--- config.mk ---
export PLATFORM = sky130hd
export DESIGN_NAME = seq_divider_flat
export DESIGN_NICKNAME = d
export VERILOG_FILES = /design/src/rtl/seq_divider_pkg.sv /design/src/rtl/seq_divider_if.sv /design/src/rtl/seq_div_datapath.sv /design/src/rtl/seq_divider.sv /design/src/flat_wrapper.sv
export SDC_FILE = /design/constraint.sdc
export NUM_CORES = 1
export LEC_CHECK = 0
export BUFFER_PORTS_ARGS = -buffer_cell sky130_fd_sc_hd__buf_4
export CELL_PAD_IN_SITES_DETAIL_PLACEMENT = 1
export CELL_PAD_IN_SITES_GLOBAL_PLACEMENT = 2
export CORE_AREA = 2 2 119 121
export DETAILED_ROUTE_END_ITERATION = 12
export DIE_AREA = 0 0 121 123
export GPL_TIMING_DRIVEN = 1
export PLACE_DENSITY = 0.92
export SLEW_MARGIN = 20
export SYNTH_ARGS = -nofsm -noshare
export SYNTH_HDL_FRONTEND = slang
export SYNTH_SLANG_ARGS = --single-unit
export TNS_END_PERCENT = 1
--- constraint.sdc ---
create_clock -name clk -period 3.8 [get_ports clk]
set_input_delay 0.76 -clock clk [delete_from_list [all_inputs] [get_ports clk]]
set_output_delay 0.76 -clock clk [all_outputs]
set_load 0.02 [all_outputs]
--- src/rtl/seq_divider_pkg.sv ---
// Shared types and default sizing for the sequential restoring divider.
package div_pkg;
    localparam int WIDTH_D_DEF = 16;
    localparam int WIDTH_C_DEF = 5;

    typedef enum logic [1:0] {
        IDLE  = 2'd0,
        SHIFT = 2'd1,
        SUB   = 2'd2,
        DONE  = 2'd3
    } state_t;
endpackage

--- src/rtl/seq_divider_if.sv ---
// Request/result bundle between a divider client (master) and the divider (slave).
interface seq_divider_if
    import div_pkg::*;
    #(parameter int WIDTH_D = WIDTH_D_DEF);

    logic               start;
    logic [WIDTH_D-1:0] dividend;
    logic [WIDTH_D-1:0] divisor;
    logic               busy;
    logic               done;
    logic [WIDTH_D-1:0] quotient;
    logic [WIDTH_D-1:0] remainder;
    logic               div_by_zero;

    modport master (
        output start, dividend, divisor,
        input  busy, done, quotient, remainder, div_by_zero
    );

    modport slave (
        input  start, dividend, divisor,
        output busy, done, quotient, remainder, div_by_zero
    );
endinterface

--- src/rtl/seq_div_datapath.sv ---
// Restoring-division datapath: partial remainder, quotient shifter and divisor register.
module seq_div_datapath
    import div_pkg::*;
    #(parameter int WIDTH_D = WIDTH_D_DEF)
(
    input  logic               clk,
    input  logic               reset_n,
    input  logic               load,
    input  logic               shift,
    input  logic               sub,
    input  logic [WIDTH_D-1:0] dividend,
    input  logic [WIDTH_D-1:0] divisor,
    output logic [WIDTH_D-1:0] quo_res,
    output logic [WIDTH_D-1:0] rem_res
);

    // rem carries one extra bit: after the shift it can reach 2*divisor-1,
    // which overflows WIDTH_D bits when the divisor has its MSB set.
    logic [WIDTH_D:0]   rem;
    logic [WIDTH_D-1:0] quo;
    logic [WIDTH_D-1:0] dsr;
    logic [WIDTH_D+1:0] diff;
    logic               borrow;
    logic [WIDTH_D:0]   rem_sub;
    logic [WIDTH_D-1:0] quo_sub;

    assign diff    = {1'b0, rem} - {2'b00, dsr};
    assign borrow  = diff[WIDTH_D+1];
    assign rem_sub = borrow ? rem : diff[WIDTH_D:0];
    assign quo_sub = {quo[WIDTH_D-1:1], ~borrow};

    // Values the registers take at the end of the current SUB step.
    assign quo_res = quo_sub;
    assign rem_res = rem_sub[WIDTH_D-1:0];

    always_ff @(posedge clk or negedge reset_n) begin
        if (!reset_n) begin
            rem <= '0;
            quo <= '0;
            dsr <= '0;
        end else if (load) begin
            rem <= '0;
            quo <= dividend;
            dsr <= divisor;
        end else if (shift) begin
            {rem, quo} <= {rem[WIDTH_D-1:0], quo, 1'b0};
        end else if (sub) begin
            rem <= rem_sub;
            quo <= quo_sub;
        end
    end

endmodule

--- src/rtl/seq_divider.sv ---
// Sequential unsigned divider: FSM, iteration counter and result registers.
//   state | meaning
//   IDLE  | waiting for start; divisor==0 resolves here in one edge
//   SHIFT | shift {rem,quo} left, count one iteration
//   SUB   | trial subtract, restore on borrow
//   DONE  | one-cycle completion pulse
module seq_divider
    import div_pkg::*;
    #(
        parameter int WIDTH_D = WIDTH_D_DEF,
        parameter int WIDTH_C = WIDTH_C_DEF
    )
(
    input  logic         clk,
    input  logic         reset_n,
    seq_divider_if.slave bus
);

    localparam logic [WIDTH_C-1:0] LAST = WIDTH_C'(WIDTH_D);

    state_t             state;
    state_t             state_next;
    logic [WIDTH_C-1:0] count;
    logic               load;
    logic               shift;
    logic               sub;
    logic               finish;
    logic               zero_div;
    logic [WIDTH_D-1:0] quo_res;
    logic [WIDTH_D-1:0] rem_res;
    logic [WIDTH_D-1:0] quotient_q;
    logic [WIDTH_D-1:0] remainder_q;
    logic               div_by_zero_q;

    always_ff @(posedge clk or negedge reset_n) begin
        if (!reset_n) begin
            state <= IDLE;
        end else begin
            state <= state_next;
        end
    end

    always_comb begin
        state_next = state;
        load       = 1'b0;
        shift      = 1'b0;
        sub        = 1'b0;
        finish     = 1'b0;
        zero_div   = 1'b0;
        case (state)
            IDLE: begin
                if (bus.start) begin
                    if (bus.divisor == '0) begin
                        zero_div   = 1'b1;
                        state_next = DONE;
                    end else begin
                        load       = 1'b1;
                        state_next = SHIFT;
                    end
                end
            end
            SHIFT: begin
                shift      = 1'b1;
                state_next = SUB;
            end
            SUB: begin
                sub = 1'b1;
                if (count < LAST) begin
                    state_next = SHIFT;
                end else begin
                    finish     = 1'b1;
                    state_next = DONE;
                end
            end
            DONE: begin
                state_next = IDLE;
            end
            default: begin
                state_next = IDLE;
            end
        endcase
    end

    always_ff @(posedge clk or negedge reset_n) begin
        if (!reset_n) begin
            count <= '0;
        end else if (load) begin
            count <= '0;
        end else if (shift) begin
            count <= count + WIDTH_C'(1);
        end
    end

    // Results are taken from the final SUB step so they are valid while done is high.
    always_ff @(posedge clk or negedge reset_n) begin
        if (!reset_n) begin
            quotient_q    <= '0;
            remainder_q   <= '0;
            div_by_zero_q <= 1'b0;
        end else if (zero_div) begin
            quotient_q    <= '1;
            remainder_q   <= bus.dividend;
            div_by_zero_q <= 1'b1;
        end else if (finish) begin
            quotient_q    <= quo_res;
            remainder_q   <= rem_res;
            div_by_zero_q <= 1'b0;
        end else if (load) begin
            div_by_zero_q <= 1'b0;
        end
    end

    seq_div_datapath #(.WIDTH_D(WIDTH_D)) u_datapath (
        .clk      (clk),
        .reset_n  (reset_n),
        .load     (load),
        .shift    (shift),
        .sub      (sub),
        .dividend (bus.dividend),
        .divisor  (bus.divisor),
        .quo_res  (quo_res),
        .rem_res  (rem_res)
    );

    assign bus.busy        = (state == SHIFT) || (state == SUB);
    assign bus.done        = (state == DONE);
    assign bus.quotient    = quotient_q;
    assign bus.remainder   = remainder_q;
    assign bus.div_by_zero = div_by_zero_q;

endmodule

--- src/flat_wrapper.sv ---
// flat-port wrapper written by rule: the top's interface ports become plain ports
module seq_divider_flat import div_pkg::*;
#(
        parameter int WIDTH_D = WIDTH_D_DEF,
        parameter int WIDTH_C = WIDTH_C_DEF
    )
  (clk, reset_n, bus_start, bus_dividend, bus_divisor, bus_busy, bus_done, bus_quotient, bus_remainder, bus_div_by_zero);
  seq_divider_if #(.WIDTH_D(WIDTH_D)) bus_i ();
  input  logic clk;
  input  logic reset_n;
  input wire logic [$bits(bus_i.start)-1:0] bus_start;
  input wire logic [$bits(bus_i.dividend)-1:0] bus_dividend;
  input wire logic [$bits(bus_i.divisor)-1:0] bus_divisor;
  output wire logic [$bits(bus_i.busy)-1:0] bus_busy;
  output wire logic [$bits(bus_i.done)-1:0] bus_done;
  output wire logic [$bits(bus_i.quotient)-1:0] bus_quotient;
  output wire logic [$bits(bus_i.remainder)-1:0] bus_remainder;
  output wire logic [$bits(bus_i.div_by_zero)-1:0] bus_div_by_zero;
  assign bus_i.start = bus_start;
  assign bus_i.dividend = bus_dividend;
  assign bus_i.divisor = bus_divisor;
  assign bus_busy = bus_i.busy;
  assign bus_done = bus_i.done;
  assign bus_quotient = bus_i.quotient;
  assign bus_remainder = bus_i.remainder;
  assign bus_div_by_zero = bus_i.div_by_zero;
  seq_divider #(.WIDTH_D(WIDTH_D), .WIDTH_C(WIDTH_C)) u_core (.clk(clk), .reset_n(reset_n), .bus(bus_i));
endmodule
==> impl_metrics.csv, run 1 <==
group,metric,value,unit
clock_tree,cts_sinks,89,
timing,rsz0062_at_grt,"false",
worst_setup_path,cp_slowest_cell,"a2111oi_0",
worst_setup_path,r2r_setup_slack,0.76,ns
global_route,antenna_found_initial,0,
worst_setup_path,worst-setup-path-type,"flip-flop to flip-flop",
floorplanning,core_area,13600,um^2
placement,hpwl,10600,um
global_route,grt_pass1_wl,23600,um
synth,synthArstFlopShare,100,%
synth,synthCells,571,
power,power.leakage,0.00275,uW
synth,synth_most_common_cell,"nand2_1",
timing,finalSetupTns,0,ns
global_route,overflow,0,
worst_setup_path,critPathBufInv,1,
power,max-vdd-ir-drop,342,uV
final_layout,stdcell_count,811,
clock_tree,numCtsBuffers,9,
worst_setup_path,end_kind,"flip-flop",
worst_setup_path,cp_common_cell,"o21ai_0",
synth,synth_top_area_share,44.2,%
final_layout,area_growth_syn_to_layout,19.3,%
final_layout,drive_gt1_share,16.6,%
timing,max_freq,328,MHz
timing,slew_viol_final,0,
worst_setup_path,worst_setup_path_start_kind,"flip-flop",
worst_setup_path,cp.arrival,3.27,ns
drt,ant_nets,0,
clock_tree,cts_root_buf,"clkbuf_16",
final_layout,nets,683,
drt,top_layer_used,"met4",
synth,synth_area_leaders,"dfrtp_1, nand2_1, o21ai_0",
power,clockPowerShare,13.6,%
placement,port_buffers,69,
worst_setup_path,worstPathRequired,4.02,ns
synth,synth_edf_count,0,
synth,yosys.cell_types.count,57,
status,status,"completed",
drt,via_per_inst,5.51,
worst_setup_path,rr_startpoint,"u_core.u_datapath.rem[14]",
worst_setup_path,cp_max_fo,20,
synth,syn_nets,628,
synth,synthFlopType,"dfrtp_1",
placement,placed_cells,795,
timing,clock_skew,0.00792,ns
worst_setup_path,slowest_delay,0.48,ns
worst_setup_path,reg2regPathDepth,9,
synth,ys_seq_area_share,44.2,%
timing,fin_crit,3.04,ns
floorplanning,dieArea,14900,um^2
clock_tree,clk_latency,0.35,ns
power,p_comb_share,60.9,%
timing,worst_pin_slew,1.00,ns
synth,syn_area_per_cell,8.82,um^2
drt,met1_length,6670,um
power,switching_power,3280,uW
global_route,grt_max_degree,39,
drt,drt_iter0_markers,256,
worst_setup_path,r2r_end,"u_core.bus.remainder[14]",
timing,setup_viol,0,
power,p_per_area,1140,nW/um^2
worst_setup_path,path_cells,"ha_1 > a21o_1 > a2111oi_0 > o21ai_0 > o21bai_4 > buf_4 > o21ai_0 > o2bb2ai_1 > a31oi_1",
timing,final_hold_viol_count,0,
timing,max_slew_margin,32.9,%
drt,met2WireLength,6810,um
placement,place_congestion,0.877,
clock_tree,cts_hold_buffers,0,
power,p_seq_share,25.5,%
clock_tree,h-tree-depth,3,
floorplanning,rows,43,
final_layout,diodes,0,
drt,drt-pass1-iter-count,4,
floorplanning,start_util,37.0,%
power,p_int,3580,uW
floorplanning,boundaryPins,70,
clock_tree,postCtsSetupBuffers,0,
power,switching_share,47.8,%
floorplanning,die_w,121,um
hold_path,hold_class,"input pin to asynchronous set/reset pin",
synth,syn_area,5030,um^2
run,maxCapViolations,0,
synth,ys.warnings.count,0,
final_layout,final_core_util,44.1,%
synth,synth_top_area_cell,"dfrtp_1",
drt,drc_errors,0,
drt,wl_per_cell,17.7,um
synth,synth-seq-cells,89,
clock_tree,clockBufferDepth,2,
timing,finalCritPeriodShare,80.1,%
clock_tree,clk_pin_slew_worst_paths,0.07,ns
clock_tree,cts.repair.resized,0,
global_route,grt_pass1_vias,4496,
drt,drt_wl_total,14300,um
synth,synth_commonest_cells,"nand2_1, dfrtp_1, o21ai_0, a21oi_1",
global_route,gr-usage-all-layers,20.2,%
drt,dr_wl_met3,615,um
clock_tree,cts_tree,"yes",
worst_setup_path,cp_top_family,"compound AO/OA/AOI/OAI gates",
drt,num_vias,4467,
floorplanning,die_height,123,um
## sequential cells by signal, indices dropped and copies added, names as in the netlist
register and flops:
u_core.u_datapath.dsr 16, u_core.state 2, u_core.bus.remainder 16, u_core.bus.div_by_zero 1
u_core.u_datapath.quo 16, u_core.u_datapath.rem 17, u_core.bus.quotient 16, u_core.count 5
## worst max-delay path by stage
stage          depth (start not counted)                         to                      start
2_1_floorplan                          9  u_core.u_datapath.rem[11]   u_core.u_datapath.rem[8]
3_3_place_gp                           7    u_core.bus.remainder[9]             bus_divisor[2]
3_5_place_dp                           9   u_core.bus.remainder[14]  u_core.u_datapath.rem[14]
4_1_cts                                9   u_core.bus.remainder[14]  u_core.u_datapath.rem[14]
5_1_grt                                9   u_core.bus.remainder[14]  u_core.u_datapath.rem[14]
6_report                               9   u_core.bus.remainder[14]  u_core.u_datapath.rem[14]
## power by group through the flow
stage               clock [uW]  sequential, uW  combinational (uW)
floorplan                    0            1850                2860
global placement             0            1750                3980
detailed placement           0            1770                4120
CTS                        952            1750                4180
global route               990            1810                4620
finish                     934            1750                4180
## routing by layer
layer / track usage, % / vias up
li1: - / 2142
met1: 27.1 / 2208
met2: 32.9 / 100
met3: 3.09 / 17
met4: 7.85 / 0
met5: 0 / -
## layout make-up
type	instances	area, um^2
inverter	25	93.8
multi-input combinational	424	2580
tap	180	225
clock inverter	5	62.6
clock buffer	11	243
sequential	89	2230
timing repair buffer	77	578
fill	1600	7610
## logic make-up (layout without fill, tap and decap cells)
group | after synthesis | count (layout) | share of synthesized area [%]
buf+inv | 58 | 118 | 4.75
fa+ha+maj | 22 | 22 | 5.62
compound gates | 176 | 176 | 21.8
xor+xnor | 12 | 12 | 2.09
simple gates | 196 | 196 | 17.9
flops | 89 | 89 | 44.2
mux | 18 | 18 | 3.58
## stage by stage
stage | power, uW | area, um^2 | hold WS [ns] | worst slack (ns)
2_1_floorplan | 4700 | 5030 | 0.450 | 1.34
3_5_place_dp | 5890 | 5700 | 0.486 | 0.759
6_report | 6870 | 6010 | 0.248 | 0.755
3_3_place_gp | 5730 | 5700 | 0.481 | 0.911
4_1_cts | 6880 | 6010 | 0.244 | 0.757
5_1_grt | 7430 | 6010 | 0.259 | 0.534
## cells in the final DEF (no fill, tap or decap), types with 8 or more instances in the layout
cell type / instances
inv_1: 25
nand2_1: 95
mux2i_1: 18
xnor2_1: 8
nor3_1: 11
a21o_1: 12
buf_4: 77
o21ai_0: 65
a31oi_1: 12
dfrtp_1: 89
ha_1: 21
clkbuf_16: 9
nand3_1: 27
a21oi_1: 40
nor2_1: 27
## worst register-to-register path, cell delays in order (launching register included)
cell and delay [ns]:
dfrtp_1 0.42, ha_1 0.43, a21o_1 0.23, a2111oi_0 0.48, o21ai_0 0.36, o21bai_4 0.39
buf_4 0.23, o21ai_0 0.17, o2bb2ai_1 0.14, a31oi_1 0.07
(Power assumes the default switching activity.)
==> run 2, diff against run 1 <==
--- a/config.mk
+++ b/config.mk
@@ -8,11 +8,11 @@
 export BUFFER_PORTS_ARGS = -buffer_cell sky130_fd_sc_hd__buf_4
 export CELL_PAD_IN_SITES_DETAIL_PLACEMENT = 1
 export CELL_PAD_IN_SITES_GLOBAL_PLACEMENT = 2
-export CORE_AREA = 2 2 119 121
+export CORE_AREA = 2 2 129 131
 export DETAILED_ROUTE_END_ITERATION = 12
-export DIE_AREA = 0 0 121 123
+export DIE_AREA = 0 0 131 133
 export GPL_TIMING_DRIVEN = 1
-export PLACE_DENSITY = 0.92
+export PLACE_DENSITY = 0.84
 export SLEW_MARGIN = 20
 export SYNTH_ARGS = -nofsm -noshare
 export SYNTH_HDL_FRONTEND = slang
==> constraint.sdc (replaced) <==
create_clock -name clk -period 2.7 [get_ports clk]
set_input_delay 0.54 -clock clk [delete_from_list [all_inputs] [get_ports clk]]
set_output_delay 0.54 -clock clk [all_outputs]
set_load 0.02 [all_outputs]
==> run 2 against run 1 <==
Critical path type unchanged. Clock-buffer cell count unchanged. Flip-flop and latch count unchanged. Worst hold slack worse by 0.078 ns. Global-route usage fell by 2.0 points. Setup slack lost 0.70 ns. Via count grew 4.6%. Die area grew 17%.
==> impl_metrics.csv, run 2 (same netlist as run 1, synthesis figures left out) <==
group,metric,value,unit
floorplanning,start_util,31.1,%
clock_tree,clk_pin_slew_worst_paths,0.07,ns
timing,max_freq,378,MHz
placement,place_congestion,0.857,
clock_tree,cts_hold_buffers,0,
worst_setup_path,cp_max_fo,6,
worst_setup_path,worst-setup-path-type,"flip-flop to flip-flop",
final_layout,nets,720,
floorplanning,die_height,133,um
worst_setup_path,end_kind,"flip-flop",
clock_tree,clk_latency,0.35,ns
final_layout,layout_commonest_cell,"buf_4",
status,status,"completed",
worst_setup_path,reg2regPathDepth,9,
clock_tree,clockBufferDepth,2,
timing,final_hold_viol_count,0,
placement,hpwl,11600,um
global_route,overflow,0,
timing,rsz0062_at_grt,"true",
floorplanning,die_w,131,um
timing,slew_viol_final,0,
worst_setup_path,worstPathRequired,2.92,ns
clock_tree,cts_root_buf,"clkbuf_16",
clock_tree,cts_tree,"yes",
timing,hold_ws,0.170,ns
placement,port_buffers,69,
global_route,grt_max_degree,70,
floorplanning,core_area,16200,um^2
drt,drt-pass1-iter-count,4,
clock_tree,cts_sinks,89,
floorplanning,dieArea,17400,um^2
floorplanning,boundaryPins,70,
run,maxCapViolations,0,
timing,setup_viol,0,
floorplanning,rows,47,
global_route,antenna_found_initial,0,
final_layout,diodes,0,
final_layout,largest_reg_flops,17,
drt,ant_nets,0,
timing,clock_skew,0.00931,ns
drt,drt_wl_total,15900,um
timing,max_slew_margin,52.8,%
hold_path,hold_class,"input pin to asynchronous set/reset pin",
global_route,gr-usage-all-layers,18.2,%
global_route,grt_pass1_wl,24900,um
final_layout,area_growth_syn_to_layout,29.2,%
worst_setup_path,worst_setup_path_start_kind,"flip-flop",
drt,drt_iter0_markers,225,
drt,wl_per_cell,17.9,um
timing,finalCritPeriodShare,98.0,%
final_layout,regMostFlops,"u_core.u_datapath.rem",
timing,worst_pin_slew,0.706,ns
worst_setup_path,cp.arrival,2.86,ns
clock_tree,h-tree-depth,3,
drt,drc_errors,0,
clock_tree,numCtsBuffers,9,
final_layout,fill_cells,1877,
final_layout,mostFrequentLayoutCells,"buf_4, nand2_1, dfrtp_1, o21ai_0, a21oi_1",
drt,num_vias,4671,
final_layout,drive_gt1_share,23.4,%
global_route,grt_pass1_vias,4776,
drt,via_per_inst,5.26,
timing,fin_crit,2.64,ns
## run 2: path summary, 6_finish.rpt
path | start | endpoint | slack (ns)
setup / recovery | u_core.u_datapath.rem[10] | u_core.bus.remainder[15] | 0.06
max in group asynchronous | reset_n | u_core.u_datapath.rem[12] | 1.86
hold / removal | reset_n | u_core.bus.quotient[1] | 0.17
min in group clk | bus_divisor[0] | u_core.u_datapath.dsr[0] | 0.40
setup reg to reg | u_core.u_datapath.rem[10] | u_core.bus.remainder[15] | 0.06
hold reg to reg | u_core.bus.quotient[12] | u_core.bus.quotient[12] | 0.50
## run 2: metrics by stage
step                      utilization, %  area, um^2  instances  worst slack, ns  TNS, ns
after global routing                40.2        6510        888          -0.0532   -0.221
final                               40.2        6510        888           0.0552        0
after CTS                           39.1        6330        879          0.00871        0
after floorplan                        -        5030        571            0.237        0
after detailed placement            37.0        5990        863           -0.120    -1.61
after global placement              37.0        5990        863          -0.0341   -0.110
## run 2: layout make-up
| class | instances | area (um^2) | share of cell area (%) |
|---|---|---|---|
| Clock buffer | 11 | 253 | 3.88 |
| Sequential cell | 89 | 2230 | 34.3 |
| Multi-Input combinational cell | 426 | 2680 | 41.2 |
| Tap cell | 220 | 275 | 4.23 |
| Clock inverter | 5 | 85.1 | 1.31 |
| Timing Repair Buffer | 112 | 886 | 13.6 |
| Inverter | 25 | 93.8 | 1.44 |
## run 2: metal layers
| layer | wire, um | up-vias | global-route usage [%] |
|---|---|---|---|
| li1 | - | 2219 | - |
| met1 | 7420 | 2279 | 25.9 |
| met2 | 7310 | 150 | 29.0 |
| met3 | 791 | 23 | 2.10 |
| met4 | 332 | 0 | 5.50 |
| met5 | 0 | - | 0 |
## run 2: repair_timing
action / 4_1_cts / 5_1_grt
pin swaps: 2 / 6
hold endpoints to repair: 0 / 0
buffers inserted: 0 / 7
gates cloned: 0 / 2
resized for setup: 1 / 26
endpoints found under the setup margin: 23 / 31
## run 2: critical path, cell delays in order (launching register included)
cell and delay, ns:
dfrtp_1 0.43, ha_1 0.32, and4_4 0.26, or3b_1 0.37, or2_4 0.30, o21ba_4 0.25
buf_6 0.16, buf_4 0.14, a31oi_1 0.16, o21ai_0 0.11
Power of run 2 is left out: the tool's default activity adds up to more than one toggle a clock period on the data nets, which glitch-free logic cannot reach.
==> run 3, diff against run 2 <==
==> constraint.sdc (replaced) <==
create_clock -name clk -period 2.31 [get_ports clk]
set_input_delay 0.462 -clock clk [delete_from_list [all_inputs] [get_ports clk]]
set_output_delay 0.462 -clock clk [all_outputs]
set_load 0.02 [all_outputs]
==> run 3 against run 2 <==
The run now ends with setup timing left. Final area up 9.9%. Worst hold slack better by 0.15 ns. Register-to-register slack got worse by 0.32 ns. Routed wire length grew 6.3%. Sequential share of layout area is 3.1 points lower. Flip-flop and latch count did not move. Fmax rose by 2.5%. Critical path depth is 1 lower. Clock skew grew 0.0034 ns. Highest routed layer unchanged.
==> impl_metrics.csv, run 3 (same netlist as run 1, synthesis figures left out) <==
group,metric,value,unit
worst_setup_path,cp_max_fo,4,
floorplanning,start_util,31.1,%
clock_tree,clockBufferDepth,2,
final_layout,nets,786,
worst_setup_path,startpoint,"u_core.u_datapath.rem[10]",
timing,final_hold_viol_count,0,
clock_tree,clk_latency,0.36,ns
timing,worst_pin_slew,0.544,ns
final_layout,area_growth_syn_to_layout,42.0,%
worst_setup_path,slowest_delay,0.44,ns
timing,hold_ws,0.317,ns
hold_path,min_path_cells,3,
run,maxCapViolations,0,
floorplanning,core_area,16200,um^2
floorplanning,rows,47,
hold_path,hold_class,"input pin to flip-flop",
global_route,grt_pass1_wl,27100,um
floorplanning,die_height,133,um
worst_setup_path,cp.arrival,2.82,ns
final_layout,multi_input_area,2910,um^2
timing,max_freq,388,MHz
drt,wl_per_cell,17.7,um
timing,finalSetupTns,-5.67,ns
status,status,"complete, but fails checks",
final_layout,layout_commonest_cell,"buf_4",
final_layout,final_core_util,44.2,%
floorplanning,die_w,131,um
drt,met2WireLength,8160,um
final_layout,regMostFlops,"u_core.u_datapath.rem",
worst_setup_path,end_kind,"flip-flop",
worst_setup_path,worstPathRequired,2.55,ns
final_layout,drive_gt1_share,34.1,%
drt,drt-pass1-iter-count,4,
global_route,grt_max_degree,54,
drt,drt_iter0_markers,320,
drt,drt_wl_total,16900,um
worst_setup_path,r2r_end,"u_core.u_datapath.rem[13]",
clock_tree,cts_sinks,89,
drt,top_layer_used,"met4",
timing,slew_viol_final,0,
drt,via_per_inst,5.15,
worst_setup_path,worst_setup_path_start_kind,"flip-flop",
placement,port_buffers,69,
clock_tree,cts_tree,"yes",
floorplanning,dieArea,17400,um^2
worst_setup_path,critPathBufInv,1,
final_layout,mostFrequentLayoutCells,"buf_4, nand2_1, dfrtp_1, o21ai_0, a21oi_1",
drt,met1_length,7440,um
timing,max_slew_margin,63.7,%
clock_tree,numCtsBuffers,9,
worst_setup_path,cp_top_family,"simple AND/OR/NAND/NOR gates",
drt,num_vias,4910,
timing,clock_skew,0.0128,ns
timing,fin_crit,2.58,ns
worst_setup_path,reg2regPathDepth,8,
worst_setup_path,r2r_setup_slack,-0.27,ns
final_layout,seq_area,2230,um^2
worst_setup_path,worst-setup-path-type,"flip-flop to flip-flop",
placement,hpwl,12200,um
clock_tree,cts_root_buf,"clkbuf_16",
floorplanning,boundaryPins,70,
timing,rsz0062_at_grt,"true",
final_layout,finalInstanceArea,7150,um^2
worst_setup_path,rr_startpoint,"u_core.u_datapath.rem[10]",
timing,setup_viol,33,
drt,drc_errors,0,
hold_path,min_from,"bus_divisor[6]",
clock_tree,h-tree-depth,3,
worst_setup_path,path_cells,"ha_4 > and4_1 > or3b_4 > or2_4 > o21ba_2 > buf_4 > a311oi_4 > a21oi_1",
final_layout,fill_cells,1883,
placement,placed_cell_area,6560,um^2
global_route,gr-usage-all-layers,20.2,%
placement,place_congestion,0.844,
status,violations,"setup timing",
timing,setup_ws,-0.269,ns
final_layout,diodes,0,
timing,finalCritPeriodShare,112,%
final_layout,largest_reg_flops,17,
hold_path,min_to,"u_core.u_datapath.dsr[6]",
worst_setup_path,cp_slowest_cell,"dfrtp_1",
drt,dr_wl_met3,849,um
global_route,overflow,0,
drt,ant_nets,0,
global_route,grt_pass1_vias,5113,
global_route,antenna_found_initial,0,
clock_tree,clk_pin_slew_worst_paths,0.07,ns
-- run 3: area by class of cell --
| cell class | count | share of cell area, % |
|---|---|---|
| repair buffers | 177 | 19.2 |
| flip-flops and latches | 89 | 31.2 |
| clock inverters | 6 | 0.647 |
| inverters | 25 | 1.31 |
| clock buffers | 9 | 3.15 |
| well taps | 220 | 3.85 |
| multi-input cells | 427 | 40.7 |
-- run 3: worst max path at each step --
stage | slack, ns | endpoint | cells past startpoint
3_5_place_dp | -0.29 | u_core.u_datapath.rem[11] | 8
6_report | -0.27 | u_core.u_datapath.rem[13] | 8
4_1_cts | -0.23 | u_core.bus.remainder[14] | 9
3_3_place_gp | -0.23 | u_core.u_datapath.rem[14] | 8
5_1_grt | -0.32 | u_core.bus.remainder[13] | 8
2_1_floorplan | -0.04 | u_core.u_datapath.rem[5] | 8
-- run 3: metal layers --
metal / track usage, % / up-vias
li1: - / 2352
met1: 26.5 / 2405
met2: 32.8 / 125
met3: 3.68 / 28
met4: 7.74 / 0
met5: 0 / -
-- run 3: metrics by stage --
| stage | setup WS [ns] | instances |
|---|---|---|
| 2_1_floorplan | -0.0391 | 571 |
| 3_3_place_gp | -0.228 | 927 |
| 3_5_place_dp | -0.293 | 927 |
| 4_1_cts | -0.232 | 950 |
| 5_1_grt | -0.324 | 953 |
| 6_report | -0.269 | 953 |
-- run 3: repair_timing --
item                                    4_1_cts  5_1_grt
setup buffers                                 4        3
hold buffers                                  1        0
hold endpoints to repair                     16        0
pin swaps                                     9       11
resized for setup                            35       18
endpoints found under the setup margin       35       34
gates cloned                                  3        0
-- run 3: worst register-to-register path, delay by kind of cell (launching register included) --
| kind | cells | cell delay, ns |
|---|---|---|
| AND/OR/NAND/NOR | 3 | 0.90 |
| flip-flops | 1 | 0.44 |
| adder cells (fa/ha/maj) | 1 | 0.30 |
| buffers and inverters | 1 | 0.17 |
| AO/OA/AOI/OAI | 3 | 0.65 |
Power of run 3 is left out for the same reason.
